### src/rtl/mouse_packet_tracker.sv
// mouse_packet_tracker: builds 3-byte PS/2 mouse packets from the controller's
// byte strobe and keeps a clamped cursor position, button levels and press
// pulses. A timeout between bytes drops a half-received packet.
module mouse_packet_tracker #(
  parameter int X_WIDTH        = 9,
  parameter int Y_WIDTH        = 8,
  parameter int X_MAX          = 319,
  parameter int Y_MAX          = 239,
  parameter int X_INIT         = 160,
  parameter int Y_INIT         = 120,
  parameter int SHIFT          = 0,
  parameter int Y_INVERT       = 1,
  parameter int TIMEOUT_CYCLES = 1000000
) (
  input  logic               CLOCK_50,
  input  logic               reset,
  input  logic [7:0]         received_data,
  input  logic               received_data_en,
  output logic [X_WIDTH-1:0] x_position,
  output logic [Y_WIDTH-1:0] y_position,
  output logic               left_pressed,
  output logic               right_pressed,
  output logic               middle_pressed,
  output logic               left_click,
  output logic               right_click,
  output logic               packet_valid,
  output logic               sync_error
);

  typedef enum logic [1:0] {BYTE0 = 2'd0, BYTE1 = 2'd1, BYTE2 = 2'd2} state_t;

  // Position arithmetic width: wide enough for the larger axis plus sign and carry.
  localparam int PW = ((X_WIDTH > Y_WIDTH) ? X_WIDTH : Y_WIDTH) + 2;
  localparam int CW = $clog2(TIMEOUT_CYCLES + 1);

  localparam logic [CW-1:0]        TIMEOUT_LIMIT = CW'(TIMEOUT_CYCLES);
  localparam logic signed [PW-1:0] X_MAX_S       = PW'(X_MAX);
  localparam logic signed [PW-1:0] Y_MAX_S       = PW'(Y_MAX);
  localparam logic [X_WIDTH-1:0]   X_MAX_V       = X_WIDTH'(X_MAX);
  localparam logic [Y_WIDTH-1:0]   Y_MAX_V       = Y_WIDTH'(Y_MAX);
  localparam logic [X_WIDTH-1:0]   X_INIT_V      = X_WIDTH'(X_INIT);
  localparam logic [Y_WIDTH-1:0]   Y_INIT_V      = Y_WIDTH'(Y_INIT);
  localparam logic [7:0]           ACK_BYTE      = 8'hFA;

  state_t            state;
  logic [CW-1:0]     timeout_count;
  logic              armed;
  // Status byte without bit 3 (always 1 once accepted): {yovf, xovf, ysign, xsign, mid, right, left}
  logic [6:0]        status;
  logic [7:0]        x_byte;

  logic signed [PW-1:0] dx;
  logic signed [PW-1:0] dy;
  logic signed [PW-1:0] sum_x;
  logic signed [PW-1:0] sum_y;
  logic [X_WIDTH-1:0]   next_x;
  logic [Y_WIDTH-1:0]   next_y;

  // 9-bit two's complement delta, forced to zero on overflow, then scaled down.
  function automatic logic signed [PW-1:0] scaled_delta(input logic sign,
                                                       input logic [7:0] mag,
                                                       input logic ovf);
    logic signed [PW-1:0] d;
    if (ovf) begin
      d = '0;
    end else begin
      d = {{(PW-9){sign}}, sign, mag};
    end
    return d >>> SHIFT;
  endfunction

  // Candidate position for the packet completing on this strobe, clamped to the screen.
  always_comb begin
    dx    = scaled_delta(status[3], x_byte, status[5]);
    dy    = scaled_delta(status[4], received_data, status[6]);
    sum_x = $signed({{(PW-X_WIDTH){1'b0}}, x_position}) + dx;
    if (Y_INVERT != 0) begin
      sum_y = $signed({{(PW-Y_WIDTH){1'b0}}, y_position}) - dy;
    end else begin
      sum_y = $signed({{(PW-Y_WIDTH){1'b0}}, y_position}) + dy;
    end
    if (sum_x[PW-1]) begin
      next_x = '0;
    end else if (sum_x > X_MAX_S) begin
      next_x = X_MAX_V;
    end else begin
      next_x = sum_x[X_WIDTH-1:0];
    end
    if (sum_y[PW-1]) begin
      next_y = '0;
    end else if (sum_y > Y_MAX_S) begin
      next_y = Y_MAX_V;
    end else begin
      next_y = sum_y[Y_WIDTH-1:0];
    end
  end

  // Packet FSM, timeout counter and all registered outputs.
  always_ff @(posedge CLOCK_50 or posedge reset) begin
    if (reset) begin
      state          <= BYTE0;
      timeout_count  <= '0;
      armed          <= 1'b0;
      status         <= 7'd0;
      x_byte         <= 8'd0;
      x_position     <= X_INIT_V;
      y_position     <= Y_INIT_V;
      left_pressed   <= 1'b0;
      right_pressed  <= 1'b0;
      middle_pressed <= 1'b0;
      left_click     <= 1'b0;
      right_click    <= 1'b0;
      packet_valid   <= 1'b0;
      sync_error     <= 1'b0;
    end else begin
      packet_valid <= 1'b0;
      sync_error   <= 1'b0;
      left_click   <= 1'b0;
      right_click  <= 1'b0;
      case (state)
        BYTE0: begin
          timeout_count <= '0;
          if (received_data_en) begin
            if (!armed && (received_data == ACK_BYTE)) begin
              state <= BYTE0;   // mouse ack before the first packet: drop quietly
            end else if (received_data[3]) begin
              status <= {received_data[7:4], received_data[2:0]};
              state  <= BYTE1;
            end else begin
              sync_error <= 1'b1;
              state      <= BYTE0;
            end
          end else begin
            state <= BYTE0;
          end
        end
        BYTE1: begin
          if (received_data_en) begin
            x_byte        <= received_data;
            timeout_count <= '0;
            state         <= BYTE2;
          end else if (timeout_count == TIMEOUT_LIMIT) begin
            timeout_count <= '0;
            sync_error    <= 1'b1;
            state         <= BYTE0;
          end else begin
            timeout_count <= timeout_count + CW'(1);
          end
        end
        BYTE2: begin
          if (received_data_en) begin
            x_position     <= next_x;
            y_position     <= next_y;
            left_pressed   <= status[0];
            right_pressed  <= status[1];
            middle_pressed <= status[2];
            left_click     <= status[0] & ~left_pressed;
            right_click    <= status[1] & ~right_pressed;
            packet_valid   <= 1'b1;
            armed          <= 1'b1;
            timeout_count  <= '0;
            state          <= BYTE0;
          end else if (timeout_count == TIMEOUT_LIMIT) begin
            timeout_count <= '0;
            sync_error    <= 1'b1;
            state         <= BYTE0;
          end else begin
            timeout_count <= timeout_count + CW'(1);
          end
        end
        default: begin
          timeout_count <= '0;
          state         <= BYTE0;
        end
      endcase
    end
  end

endmodule
### config.mk
export PLATFORM = sky130hd
export DESIGN_NAME = mouse_packet_tracker
export DESIGN_NICKNAME = d
export VERILOG_FILES = /design/src/rtl/mouse_packet_tracker.sv
export SDC_FILE = /design/constraint.sdc
export NUM_CORES = 1
export LEC_CHECK = 0
export ABC_AREA = 1
export CORE_UTILIZATION = 45
export CTS_CLUSTER_SIZE = 30
export DETAILED_ROUTE_END_ITERATION = 12
export PLACE_DENSITY = 0.67
export SLEW_MARGIN = 0
export SYNTH_ARGS = -nofsm -noshare
export SYNTH_HDL_FRONTEND = slang
export SYNTH_SLANG_ARGS = --single-unit
export TNS_END_PERCENT = 30
### constraint.sdc
create_clock -name CLOCK_50 -period 2.3 [get_ports CLOCK_50]
set_input_delay 0.46 -clock CLOCK_50 [delete_from_list [all_inputs] [get_ports CLOCK_50]]
set_output_delay 0.46 -clock CLOCK_50 [all_outputs]
set_load 0.02 [all_outputs]
# Word level (Yosys, flattened, before mapping)

Index checks and enable logic that the tools add are counted.

Bits in writable memories: 0
ROM bits: 0
Memories: 0
Register bits: 62
Input port bits: 11
Output and inout bits: 24
Logic and storage cells: 63
Bits in latches: 0

Divide/modulo/power cells: 0
$add $sub $neg: 3
Multipliers: 0
$lt $le $gt $ge: 2
Shift operators: 0
Equal/unequal tests: 4
Mux-type cells: 28
Bitwise gates (word level): 5
Reduce and logical (&&, ||, !) cells: 7

Operators by type and width:

| kind                                                  | count |
|---|---|
| 2-to-1 mux 20 bit                                     | 3 |
| 2-to-1 mux 11 bit                                     | 2 |
| adder 20 x 1 -> 20 bit (second input constant)        | 1 |
| equality test 20 bit (second input constant)          | 1 |
| 2-to-1 mux 9 bit                                      | 2 |
| 2-to-1 mux 8 bit                                      | 2 |
| 2-to-1 mux 1 bit                                      | 13 |
| adder 10 x 11 -> 11 bit                               | 1 |
| > comparator 11 x 10 -> 1 bit (second input constant) | 1 |
| > comparator 11 x 9 -> 1 bit (second input constant)  | 1 |
| subtractor 9 x 11 -> 11 bit                           | 1 |
| equality test 8 bit (second input constant)           | 1 |
| 2-to-1 mux 2 bit                                      | 4 |
| one-hot mux 2 bit (3 select lines)                    | 1 |
| AND reduction 2 bit                                   | 2 |
| AND reduction 4 bit                                   | 1 |
| inverter 1 bit                                        | 3 |
| bitwise AND 1 bit                                     | 2 |
| equality test 2 x 1 -> 1 bit (second input constant)  | 1 |
| equality test 2 bit (second input constant)           | 1 |
| zero test 2 bit                                       | 1 |
| one-hot mux 1 bit (2 select lines)                    | 1 |
| OR reduction 2 bit                                    | 1 |
| logical AND 1 bit                                     | 1 |
| zero test 1 bit                                       | 1 |

# Longest topological paths before layout

Gate-level depths: netlist of run 1.

Word-level depth: 5
Mapped depth: 15
Mapped depth without buffers: 15

# Worst setup path after synthesis of run 1

No wires, ideal clock.

Path kind: input to register
Start point: input port received_data[0]
End point: register y_position[0]
Setup time: 0.066 ns
Stages: 15
Arrival: 1.960 ns
Path slack: 0.275 ns
Required time: 2.234 ns
Path buffers: 0
Cell sequence: inv_1 nor2_1 ha_1 fa_1 inv_1 nand3_1 nand2_1 nand2_1 nand3_1 inv_1 nor2_1 nand2_1 nand3_1 nand2_1 nand2_1

Word-level cells in the longest chain between the ends: 5

Ends and longest elaborated chain:

| element                         | line | RTL |
|---|---|---|
| from (decl)                     | 17   | `input logic [7:0] received_data,` |
| 2-to-1 mux 11 bit (*)           | 64   | `if (ovf) begin` |
| subtractor 9 x 11 -> 11 bit (*) | 78   | `sum_y = $signed({{(PW-Y_WIDTH){1'b0}}, y_position}) - dy;` |
| > comparator 11 x 9 -> 1 bit    | 91   | `end else if (sum_y > Y_MAX_S) begin` |
| 2-to-1 mux 8 bit                | 91   |  |
| 2-to-1 mux 8 bit (*)            | 89   | `if (sum_y[PW-1]) begin` |
| to (signal assigned)            | 153  | `y_position <= next_y;` |
| to (decl)                       | 20   | `output logic [Y_WIDTH-1:0] y_position,` |

Every way passes the cells marked *; elsewhere a longest branch is shown, timed or not.
A chain may end at the register's enable or synchronous reset.

# Worst setup path in the final report of run 1

Start point: register status[5]
End point: register x_position[7]

Word-level cells in the longest chain between the ends: 5

Ends and longest elaborated chain:

| element                       | line | RTL |
|---|---|---|
| from (decl)                   | 49   | `logic [6:0] status;` |
| from (signal assigned)        | 127  | `status <= {received_data[7:4], received_data[2:0]};` |
| 2-to-1 mux 11 bit (*)         | 64   |  |
| adder 10 x 11 -> 11 bit (*)   | 76   | `sum_x = $signed({{(PW-X_WIDTH){1'b0}}, x_position}) + dx;` |
| > comparator 11 x 10 -> 1 bit | 84   | `end else if (sum_x > X_MAX_S) begin` |
| 2-to-1 mux 9 bit              | 84   |  |
| 2-to-1 mux 9 bit (*)          | 82   | `if (sum_x[PW-1]) begin` |
| to (signal assigned)          | 152  | `x_position <= next_x;` |
| to (decl)                     | 19   | `output logic [X_WIDTH-1:0] x_position,` |

Marked as above.

==> flow_summary_export.csv, run 1 <==
group,metric,value,unit
hold_path,holdPathEnd,"left_click$_DFF_PP0_",
setup_path,reg2reg_depth,14,
finish,num-nets-final,646,
sta,relSlewSlack,69.15,%
placed_design,dpl.hpwl,6690,µm
pwr,p_leak,2.472,nW
pwr,finalPower,4.297,mW
pwr,p_per_area,885.3,nW/µm²
cts,cts-root-buf,"clkbuf_8",
cts,cts_tree,"yes",
sta,finalHoldViolCount,0,
setup_path,ff2ff_setup_slack,0.09,ns
yosys,synth_top_cell_by_area,"dfrtp_1",
detailed_routing,drt-initial-drc-count,177,
yosys,async_flop_share,100.0,%
yosys,synth_top_area_share,35.59,%
cts,cts.clk_slew.worst_paths,0.07,ns
yosys,syn-num-nets,582,
run_status,status,"finished clean",
detailed_routing,vias,3586,
cts,cts.sinks,62,
sta,worst_slew_pin_slew,0.4617,ns
die,num_io_pins,35,
finish,layout-drive-gt1-share,14.05,%
detailed_routing,drt_wl_total,9153,µm
grt,grt_antenna_before_repair,0,
detailed_routing,ant_nets,0,
cts,htreeDepth,3,
finish,diodes,0,
sta,tns,0,ns
sta,fin_skew,0.01159,ns
detailed_routing,routed_via_density,5.001,
finish,synthToLayoutAreaGrowth,23.26,%
placed_design,port_buffers,34,
die,start_util,47.21,%
hold_path,worstHoldStart,"left_pressed$_DFFE_PP0P_",
yosys,synth_edf_count,0,
setup_path,r2r_end,"x_position[7]$_DFFE_PP1P_",
setup_path,cp-start-kind,"flop",
setup_path,cp_max_fo,5,
setup_path,path_cells,"buf_4, nor2_2, ha_2, nand2_1, nand2_1, nand2_1, nand2_1, nand2_1, nand3_1, nand2_1, nand2_1, nor2_4, nand4_1, nand2_1",
setup_path,slowest_stage,"dfrtp_2",
yosys,synth-seq-cells,62,
setup_path,arrival,2.49,ns
grt,overflow,0,
cts,clockBufferDepth,2,
yosys,yosysSeqAreaShare,39.59,%
hold_path,min_path_cells,1,
placed_design,gp_congestion,0.8638,
setup_path,cpMostUsedCell,"nand2_1",
grt,first_global_vias,3395,
die,placementRows,33,
grt,grt_pass1_wl,15050,µm
sta,maxSlewViolCount,0,
yosys,syn_area_per_cell,7.238,µm²
pwr,ir_drop,0.3933,mV
run,cap_violations,0,
sta,min_period,2.207,ns
yosys,postSynthCellCount,544,
yosys,netlist_area,3938,µm²
sta,setup_viol,0,
sta,post-route-period-util,95.94,%
yosys,synthFlopType,"dfrtp_1",
cts,clkLatencyLatePin,0.34,ns
detailed_routing,dr.pass1.iters,4,
die,die_y,95.54,µm
sta,max_freq,0.4532,GHz
grt,grt_max_degree,63,
setup_path,cp-end-kind,"flop",
detailed_routing,drc,0,
yosys,ys_top_cells_by_area,"dfrtp_1, nand2_1, inv_1",
die,die-area,9128,µm²
yosys,synth_cell_types,34,
detailed_routing,wl_per_cell,12.77,µm
hold_path,hold_class,"flop to flop",
setup_path,critPathRequiredTime,2.59,ns
yosys,yosys_warnings,0,
setup_path,cpPeakStageDelay,0.45,ns
setup_path,criticalPathCategory,"flop to flop",
setup_path,reg2reg_from,"status[5]$_DFFE_PP0P_",
cts,numCtsBuffers,9,
grt,grtUsageTotal,21.61,%
die,core,8341,µm²
die,die_x,95.54,µm
cts,postCtsHoldBufs,0,
cell usage after synthesis (4+ instances only):
library cell	count
o21ai_0	22
inv_1	84
dfrtp_1	56
nand2_2	4
dfstp_2	6
nand3_1	37
a21oi_1	17
xor2_1	4
ha_1	25
nand4_1	12
nor3_1	8
nand2_1	173
nor2_4	4
nand3b_1	6
nor2_1	50
xnor2_1	5
per-layer routing:
| layer | GRT usage, % | vias up | routed length [µm] |
|---|---|---|---|
| met5 | 0 | - | 0 |
| met4 | 5.348 | 0 | 129 |
| met3 | 5.104 | 11 | 379 |
| met2 | 38.27 | 72 | 4707 |
| met1 | 26.33 | 1657 | 3937 |
| li1 | - | 1846 | - |
sequential cells by signal, summed over array words and instances, names as in the netlist:
name,flops
left_click,1
left_pressed,1
timeout_count,20
sync_error,1
x_position,9
packet_valid,1
state,2
middle_pressed,1
status,7
right_pressed,1
y_position,8
right_click,1
x_byte,8
armed,1
through the flow:
stage | util, % | cell area [µm²] | setup WS [ns] | hold WS, ns | instances
floorplan | - | 3938 | 0.2747 | 0.4231 | 544
global placement | 54.56 | 4551 | -0.3146 | 0.4401 | 696
detailed placement | 54.56 | 4551 | -0.3727 | 0.4540 | 696
CTS | 56.68 | 4727 | 0.005579 | 0.4621 | 711
global route | 58.19 | 4853 | -0.05043 | 0.4823 | 717
finish | 58.19 | 4853 | 0.09346 | 0.4592 | 717
what timing repair did:
item,CTS,global route
buffers inserted,0,5
hold endpoints to repair,0,0
endpoints found under the setup margin,5,17
cloned,0,1
pin swaps,0,13
resized for setup,1,27
power breakdown:
group,switching [mW],internal [mW],leakage (nW)
sequential,0.150,1.28,0.803
combinational,1.13,0.882,1.58
clock,0.421,0.438,0.0910
total,1.70,2.60,2.47
cell families after synthesis:
group / after synthesis / share of synthesized area, %
adders and majority gates: 27 / 8.961
and+or+nand+nor: 303 / 33.75
AOI/OAI and AO/OA: 49 / 6.642
xor gates and xnor gates: 9 / 2.002
buffers and inverters: 94 / 9.056
DFF: 62 / 39.59
worst max-delay path: cells and delay by family, from the launching register on:
family                   cells  cell delay, ns
adder cells (fa/ha/maj)      1            0.33
buffers and inverters        1            0.17
AND/OR/NAND/NOR             12            1.19
flip-flops                   1            0.45
final cells by class:
| type | count | area (µm²) |
|---|---|---|
| Sequential cell | 62 | 1560 |
| Clock buffer | 11 | 151.4 |
| Inverter | 88 | 332.8 |
| Timing Repair Buffer | 58 | 548.0 |
| Tap cell | 105 | 131.4 |
| Multi-Input combinational cell | 389 | 2107 |
| Fill cell | 772 | 3487 |
| Clock inverter | 4 | 22.52 |
how the worst max path moves through the flow:
| stage | startpoint | endpoint | depth (start not counted) |
|---|---|---|---|
| floorplan | received_data[0] | y_position[0]$_DFFE_PP0P_ | 15 |
| global placement | received_data[0] | y_position[0]$_DFFE_PP0P_ | 16 |
| detailed placement | received_data[0] | y_position[1]$_DFFE_PP0P_ | 16 |
| CTS | received_data[0] | y_position[6]$_DFFE_PP1P_ | 16 |
| global route | status[6]$_DFFE_PP0P_ | y_position[0]$_DFFE_PP0P_ | 14 |
| finish | status[5]$_DFFE_PP0P_ | x_position[7]$_DFFE_PP1P_ | 14 |
cells in the final DEF (no fill, tap or decap), types with 8 or more instances in the layout:
cell / instances
dfrtp_1: 55
clkdlybuf4s50_1: 33
a21oi_1: 16
nand3_1: 35
nor2_1: 43
nor2_2: 10
inv_1: 81
nor3_1: 8
o21ai_0: 22
clkbuf_8: 11
nand2_1: 169
ha_1: 22
buf_4: 22
nand4_1: 12
Power figures use the tool's default switching activity.
==> run 2: changes to the inputs <==
SLEW_MARGIN = default   (was 0)
==> results of run 2 <==
Final layout, timing and power as in run 1 (identical DEF).
==> run 3: changes to the inputs <==
HOLD_SLACK_MARGIN = 0.15   (was default)
==> results of run 3 <==
Final layout, timing and power as in run 1 (identical DEF).
